==> config.mk <==
export PLATFORM = sky130hd
export DESIGN_NAME = alu_mc_flat
export DESIGN_NICKNAME = d
export VERILOG_FILES = /design/src/rtl/alu_pkg.sv /design/src/rtl/alu_mc_if.sv /design/src/rtl/alu_mul_iter.sv /design/src/rtl/alu_mc.sv /design/src/flat_wrapper.sv
export SDC_FILE = /design/constraint.sdc
export NUM_CORES = 1
export LEC_CHECK = 0
export ABC_AREA = 1
export CORE_MARGIN = 4
export CORE_UTILIZATION = 40
export DETAILED_ROUTE_END_ITERATION = 12
export HOLD_SLACK_MARGIN = 0.15
export PLACE_DENSITY = 0.66
export SETUP_SLACK_MARGIN = 0.15
export SYNTH_ARGS = -nofsm -noshare
export SYNTH_HDL_FRONTEND = slang
export SYNTH_HIERARCHICAL = 1
export SYNTH_SLANG_ARGS = --single-unit
export TNS_END_PERCENT = 50
==> constraint.sdc <==
create_clock -name clk -period 2.1 [get_ports clk]
set_clock_uncertainty 0.05 [all_clocks]
set_input_delay 0.315 -clock clk [delete_from_list [all_inputs] [get_ports clk]]
set_output_delay 0.315 -clock clk [all_outputs]
set_load 0.05 [all_outputs]
==> src/rtl/alu_pkg.sv <==
// alu_pkg: op codes, FSM state encoding and flag helper shared by alu_mc
package alu_pkg;
    localparam logic [2:0] OP_ADD  = 3'b000;
    localparam logic [2:0] OP_SUB  = 3'b001;
    localparam logic [2:0] OP_AND  = 3'b010;
    localparam logic [2:0] OP_NOTB = 3'b011;
    localparam logic [2:0] OP_OR   = 3'b100;
    localparam logic [2:0] OP_XOR  = 3'b101;
    localparam logic [2:0] OP_MUL  = 3'b110;
    localparam logic [2:0] OP_RSV  = 3'b111;

    typedef enum logic [1:0] {S_IDLE, S_MUL, S_FIN} state_t;

    typedef struct packed {
        logic z;
        logic n;
        logic v;
    } flags_t;

    // res arrives zero-extended, so bits above w-1 never disturb Z
    function automatic flags_t calc_flags(input logic [63:0] res, input int unsigned w, input logic v);
        return '{z: res == '0, n: res[6'(w - 1)], v: v};
    endfunction
endpackage

==> src/rtl/alu_mc_if.sv <==
// alu_mc_if: start/busy/done handshake plus operand and result bus of alu_mc
//   master drives start, ALUop, Ain, Bin; slave drives busy, done, out, Z, N, V
interface alu_mc_if #(parameter int WIDTH = 16);
    logic             start;
    logic [2:0]       ALUop;
    logic [WIDTH-1:0] Ain;
    logic [WIDTH-1:0] Bin;
    logic             busy;
    logic             done;
    logic [WIDTH-1:0] out;
    logic             Z;
    logic             N;
    logic             V;
    modport master (output start, ALUop, Ain, Bin, input busy, done, out, Z, N, V);
    modport slave  (input start, ALUop, Ain, Bin, output busy, done, out, Z, N, V);
endinterface

==> src/rtl/alu_mul_iter.sv <==
// alu_mul_iter: shift-add unsigned multiplier datapath, one partial product per step
//   load latches A/B and clears acc; step adds/shifts; last flags the final step
module alu_mul_iter #(parameter int WIDTH = 16) (
    input  logic               clk,
    input  logic               reset_n,
    input  logic               load,
    input  logic [WIDTH-1:0]   A,
    input  logic [WIDTH-1:0]   B,
    input  logic               step,
    output logic [2*WIDTH-1:0] acc,
    output logic               last
);
    localparam int CNTW = $clog2(WIDTH + 1);

    // mcand holds A pre-shifted by the current iteration index
    logic [2*WIDTH-1:0] mcand_q, mcand_d, acc_q, acc_d;
    logic [WIDTH-1:0]   mplr_q, mplr_d;
    logic [CNTW-1:0]    cnt_q, cnt_d;

    always_comb begin
        mcand_d = load ? {{WIDTH{1'b0}}, A} : step ? mcand_q << 1 : mcand_q;
        mplr_d  = load ? B : step ? mplr_q >> 1 : mplr_q;
        acc_d   = load ? '0 : (step && mplr_q[0]) ? acc_q + mcand_q : acc_q;
        cnt_d   = load ? CNTW'(WIDTH) : step ? cnt_q - CNTW'(1) : cnt_q;
    end

    always_ff @(posedge clk or negedge reset_n) begin
        if (!reset_n) begin
            mcand_q <= '0;
            mplr_q  <= '0;
            acc_q   <= '0;
            cnt_q   <= '0;
        end else begin
            mcand_q <= mcand_d;
            mplr_q  <= mplr_d;
            acc_q   <= acc_d;
            cnt_q   <= cnt_d;
        end
    end

    assign acc  = acc_q;
    assign last = cnt_q == CNTW'(1);
endmodule

==> src/rtl/alu_mc.sv <==
// alu_mc: registered multi-cycle ALU, single-cycle logic/arith ops plus iterative multiply
//   clk, reset_n (async, active low); bus: alu_mc_if slave (start/ALUop/Ain/Bin in,
//   busy/done/out/Z/N/V out)
module alu_mc
    import alu_pkg::*;
#(
    parameter int WIDTH = 16
) (
    input logic     clk,
    input logic     reset_n,
    alu_mc_if.slave bus
);
    localparam int MSB = WIDTH - 1;

    state_t             state_q, state_d;
    flags_t             flags_q, flags_d;
    logic [WIDTH-1:0]   out_q, out_d, sc_res, sum, diff;
    logic               done_q, done_d, load, step, last, sc_v;
    logic [2*WIDTH-1:0] acc;

    alu_mul_iter #(.WIDTH(WIDTH)) u_mul (
        .clk     (clk),
        .reset_n (reset_n),
        .load    (load),
        .A       (bus.Ain),
        .B       (bus.Bin),
        .step    (step),
        .acc     (acc),
        .last    (last)
    );

    assign sum  = bus.Ain + bus.Bin;
    assign diff = bus.Ain - bus.Bin;

    always_comb begin
        sc_res = bus.ALUop == OP_ADD  ? sum :
                 bus.ALUop == OP_SUB  ? diff :
                 bus.ALUop == OP_AND  ? bus.Ain & bus.Bin :
                 bus.ALUop == OP_NOTB ? ~bus.Bin :
                 bus.ALUop == OP_OR   ? bus.Ain | bus.Bin :
                 bus.ALUop == OP_XOR  ? bus.Ain ^ bus.Bin : '0;
        sc_v   = bus.ALUop == OP_ADD ? (bus.Ain[MSB] == bus.Bin[MSB]) && (sum[MSB] != bus.Ain[MSB]) :
                 bus.ALUop == OP_SUB ? (bus.Ain[MSB] != bus.Bin[MSB]) && (diff[MSB] != bus.Ain[MSB]) : 1'b0;
    end

    // start is only looked at in IDLE, so requests during a multiply vanish
    always_comb begin
        state_d = state_q;
        out_d   = out_q;
        flags_d = flags_q;
        done_d  = 1'b0;
        load    = 1'b0;
        step    = 1'b0;
        case (state_q)
            S_IDLE: if (bus.start) begin
                if (bus.ALUop == OP_MUL) begin
                    load    = 1'b1;
                    state_d = S_MUL;
                end else begin
                    out_d   = sc_res;
                    flags_d = calc_flags(64'(sc_res), WIDTH, sc_v);
                    done_d  = 1'b1;
                end
            end
            S_MUL: begin
                step    = 1'b1;
                state_d = last ? S_FIN : S_MUL;
            end
            S_FIN: begin
                out_d   = acc[MSB:0];
                flags_d = calc_flags(64'(acc[MSB:0]), WIDTH, |acc[2*WIDTH-1:WIDTH]);
                done_d  = 1'b1;
                state_d = S_IDLE;
            end
            default: state_d = S_IDLE;
        endcase
    end

    always_ff @(posedge clk or negedge reset_n) begin
        if (!reset_n) begin
            state_q <= S_IDLE;
            out_q   <= '0;
            flags_q <= '{z: 1'b1, n: 1'b0, v: 1'b0};
            done_q  <= 1'b0;
        end else begin
            state_q <= state_d;
            out_q   <= out_d;
            flags_q <= flags_d;
            done_q  <= done_d;
        end
    end

    assign bus.busy = state_q != S_IDLE;
    assign bus.done = done_q;
    assign bus.out  = out_q;
    assign bus.Z    = flags_q.z;
    assign bus.N    = flags_q.n;
    assign bus.V    = flags_q.v;
endmodule

==> src/flat_wrapper.sv <==
// flat-port wrapper written by rule: the top's interface ports become plain ports
module alu_mc_flat import alu_pkg::*;
#(
    parameter int WIDTH = 16
)
  (clk, reset_n, bus_start, bus_ALUop, bus_Ain, bus_Bin, bus_busy, bus_done, bus_out, bus_Z, bus_N, bus_V);
  alu_mc_if #(.WIDTH(WIDTH)) bus_i ();
  input logic clk;
  input logic reset_n;
  input wire logic [$bits(bus_i.start)-1:0] bus_start;
  input wire logic [$bits(bus_i.ALUop)-1:0] bus_ALUop;
  input wire logic [$bits(bus_i.Ain)-1:0] bus_Ain;
  input wire logic [$bits(bus_i.Bin)-1:0] bus_Bin;
  output wire logic [$bits(bus_i.busy)-1:0] bus_busy;
  output wire logic [$bits(bus_i.done)-1:0] bus_done;
  output wire logic [$bits(bus_i.out)-1:0] bus_out;
  output wire logic [$bits(bus_i.Z)-1:0] bus_Z;
  output wire logic [$bits(bus_i.N)-1:0] bus_N;
  output wire logic [$bits(bus_i.V)-1:0] bus_V;
  assign bus_i.start = bus_start;
  assign bus_i.ALUop = bus_ALUop;
  assign bus_i.Ain = bus_Ain;
  assign bus_i.Bin = bus_Bin;
  assign bus_busy = bus_i.busy;
  assign bus_done = bus_i.done;
  assign bus_out = bus_i.out;
  assign bus_Z = bus_i.Z;
  assign bus_N = bus_i.N;
  assign bus_V = bus_i.V;
  alu_mc #(.WIDTH(WIDTH)) u_core (.clk(clk), .reset_n(reset_n), .bus(bus_i));
endmodule
==> impl_metrics.csv <==
group,metric,value,unit
status,status,"completed",
cts,cts_root_buf,"clkbuf_16",
cts,clockBufferDepth,2,
place,pre_cts_ws,-879.8,ps
drt,drc,0,
critical_path,rr_startpoint,"u_core/u_mul/acc[0]",
global_routing,grt-ovfl-total,0,
critical_path,crit_type,"flip-flop to primary output",
timing,hold_violations,0,
critical_path,worstPathCellList,"clkdlybuf4s50_1",
synth,mappedNetlistArea,9610,um2
critical_path,cp_max_fo,2,
min_path,min_to,"u_core/u_mul/mcand_q[0]",
critical_path,end_kind,"primary output",
timing,finalCritPeriodShare,0.9467,
job,drv_cap,0,
global_routing,grt_pass1_wl,52470,um
synth,syn_nets,1639,
place,dp_hpwl,26990,um
synth,synth_top_cell_area_share,0.2734,
floorplanning,die_w,163.0,um
cts,cts_tree,"built",
power,p_leak,7.260,nW
cts,path_clk_slew,80,ps
critical_path,critPathMaxStageDelay,840,ps
critical_path,worstSetupStartpointType,"flip-flop",
timing,relSlewSlack,0.6376,
timing,finalCriticalPeriod,1988,ps
synth,ys_types,48,
floorplanning,io_pins,59,
timing,tns,0,ps
final_layout,num-nets-final,1919,
place,place_congestion,0.9287,
synth,ys_ff_latch,106,
critical_path,cp.buffers_inverters,1,
critical_path,cp_top_family,"buffers and inverters",
drt,wl,34120,um
floorplanning,dieArea,26570,um2
drt,first_pass_iters,6,
final_layout,n_fill_cell,2219,
timing,setup_violations,0,
critical_path,r2r_slack,160,ps
critical_path,ff2ff_path_depth,12,
timing,rsz0062_at_grt,"yes",
cts,cts_made_buffers,9,
synth,ys_warn_count,6,
global_routing,grtUsageTotal,0.2496,
power,ir_drop,0.4799,mV
place,portBuffers,58,
final_layout,final_area,13860,um2
timing,setup_slack,112.0,ps
cts,cts_htree_levels,3,
min_path,holdPathStages,4,
floorplanning,initial_core_util,0.4082,
power,powerDensity,969.3,nW/um2
critical_path,timing.critical_path.arrival,1620,ps
power,total_power,13.43,mW
final_layout,antenna_cells,0,
synth,seq_area_frac_synth,0.2761,
min_path,hold_path_startpoint,"bus_Ain[0]",
synth,syn_inst,1518,
critical_path,cp_slowest_cell,"clkdlybuf4s50_1",
final_layout,drive_gt1_frac,0.3217,
synth,synth_top_cell_by_area,"dfrtp_1",
place,dpl-instance-area,12060,um2
drt,vias_per_cell,5.131,
final_layout,fin_util,0.5886,
floorplanning,die_y,163.0,um
timing,max_freq,503.0,MHz
critical_path,worstPathRequired,1740,ps
min_path,hold_path.class,"primary input to flip-flop",
global_routing,antenna_found_initial,0,
timing,report.final.slew_viol_count,0,
synth,synthTopCellsByArea,"dfrtp_1, nand2_1, ha_1, inv_1, nand3_1",
global_routing,grt_pass1_vias,10233,
timing,tightest_slew,538.7,ps
cts,clk-insertion-delay-late,360,ps
drt,drtAntennaViolNets,0,
drt,routedWlPerCell,16.08,um
drt,dr.first_iter.drc_count,737,
synth,syn_avg_cell_area,6.331,um2
drt,vias,10888,
floorplanning,num_rows,56,
final_layout,syn_to_final_growth,44.19,%
cts,cts_sinks,106,
global_routing,grt_max_degree,40,
floorplanning,coreArea,23540,um2
critical_path,reg2reg_to,"u_core/u_mul/acc[12]",
[power breakdown]
group | switching (mW) | internal [mW] | total [mW] | leakage [nW]
clock | 0.833 | 0.942 | 1.78 | 0.146
combinational | 4.71 | 3.28 | 7.98 | 5.72
sequential | 0.786 | 2.89 | 3.67 | 1.39
[cells in the mapped netlist (all sizes together)]
master and number:
nand2 531, inv 269, nor2 123, nand3 121, dfrtp 105, ha 80
a21oi 66, o21ai 45, o22ai 32, buf 25, nor3 15, o221ai 15
clkbuf 13, nand4 13, o211ai 10, a22oi 8, o21bai 8, nor4 6
a211oi 4, xor2 4, fa 3, o31ai 3, or2 3, a21o 2
a221oi 2, a31oi 2, a32o 2, clkinv 2, nand3b 2, a22o 1
and2 1, dfstp 1, xnor2 1
[kinds of logic after synthesis]
group / count (synthesis) / share of synthesized area
xor gates and xnor gates: 5 / 0.004556
AOI/OAI and AO/OA: 200 / 0.1277
DFF: 106 / 0.2761
buffers and inverters: 309 / 0.1278
and+or+nand+nor: 815 / 0.3533
adders and majority gates: 83 / 0.1104
[through the flow]
stage               hold WS (ps)  std cells
finish                     226.1       2122
global route               255.7       2122
CTS                        277.5       2105
detailed placement         270.5       2065
global placement           272.8       2065
floorplan                 -30.59       1518
[flip-flops by register name, summed over array words and instances (netlist names)]
name                  cells
u_core/bus.N              1
u_core/bus.V              1
u_core/bus.Z              1
u_core/bus.done           1
u_core/bus.out           15
u_core/state_q            2
u_core/u_mul/acc         32
u_core/u_mul/cnt_q        5
u_core/u_mul/mcand_q     32
u_core/u_mul/mplr_q      16
[final cells by class]
class / count / area (um2) / area share
inverters: 271 / 1051 / 0.07585
multi-input cells: 1103 / 6932 / 0.5002
clock buffers: 10 / 229.0 / 0.01652
clock inverters: 6 / 76.32 / 0.005508
well taps: 319 / 399.1 / 0.02880
repair buffers: 307 / 2511 / 0.1812
flip-flops and latches: 106 / 2659 / 0.1919
[cells in the final DEF, fill, tap and decap left out, drive strengths merged, types with 3 or more instances in the layout]
cell             n
a211oi           4
a21oi           66
a22oi            8
buf            257
clkbuf          22
clkdlybuf4s15    3
clkdlybuf4s50   20
clkinv           5
dfrtp          105
dlygate4sd2     13
fa               3
ha              80
inv            269
nand2          531
nand3          121
nand4           13
nor2           123
nor3            15
nor4             6
o211ai          10
o21ai           45
o21bai           8
o221ai          15
o22ai           32
o31ai            3
or2              3
xor2             4
[routing by layer]
metal  vias up  part of all wire  track usage
met2       319              0.48       0.4219
met4         0             0.033      0.08769
met3        47             0.053      0.02961
met1      5130              0.43       0.3308
li1       5392                 -            -
met5         -                 0            0
[repair_timing]
action,CTS,global route
hold endpoints to repair,35,0
setup endpoints to repair,106,47
pin swaps,54,91
hold buffers,1,0
cloned,0,0
buffers inserted,23,17
gates resized for setup,214,207
[worst max-delay path by stage]
| stage | endpoint | slack (ps) | start | cells past startpoint |
|---|---|---|---|---|
| final | bus_out[13] | 110 | u_core/bus.out[13] | 1 |
| after global routing | u_core/bus.Z | 2 | bus_Bin[3] | 17 |
| after CTS | u_core/bus.Z | 70 | bus_Bin[2] | 17 |
| after detailed placement | u_core/bus.Z | -880 | bus_Bin[2] | 18 |
| after global placement | u_core/bus.Z | -840 | bus_Bin[2] | 18 |
| after floorplan | u_core/bus.Z | 110 | bus_Ain[0] | 17 |
Note: power is estimated with default switching activity, not from simulation.
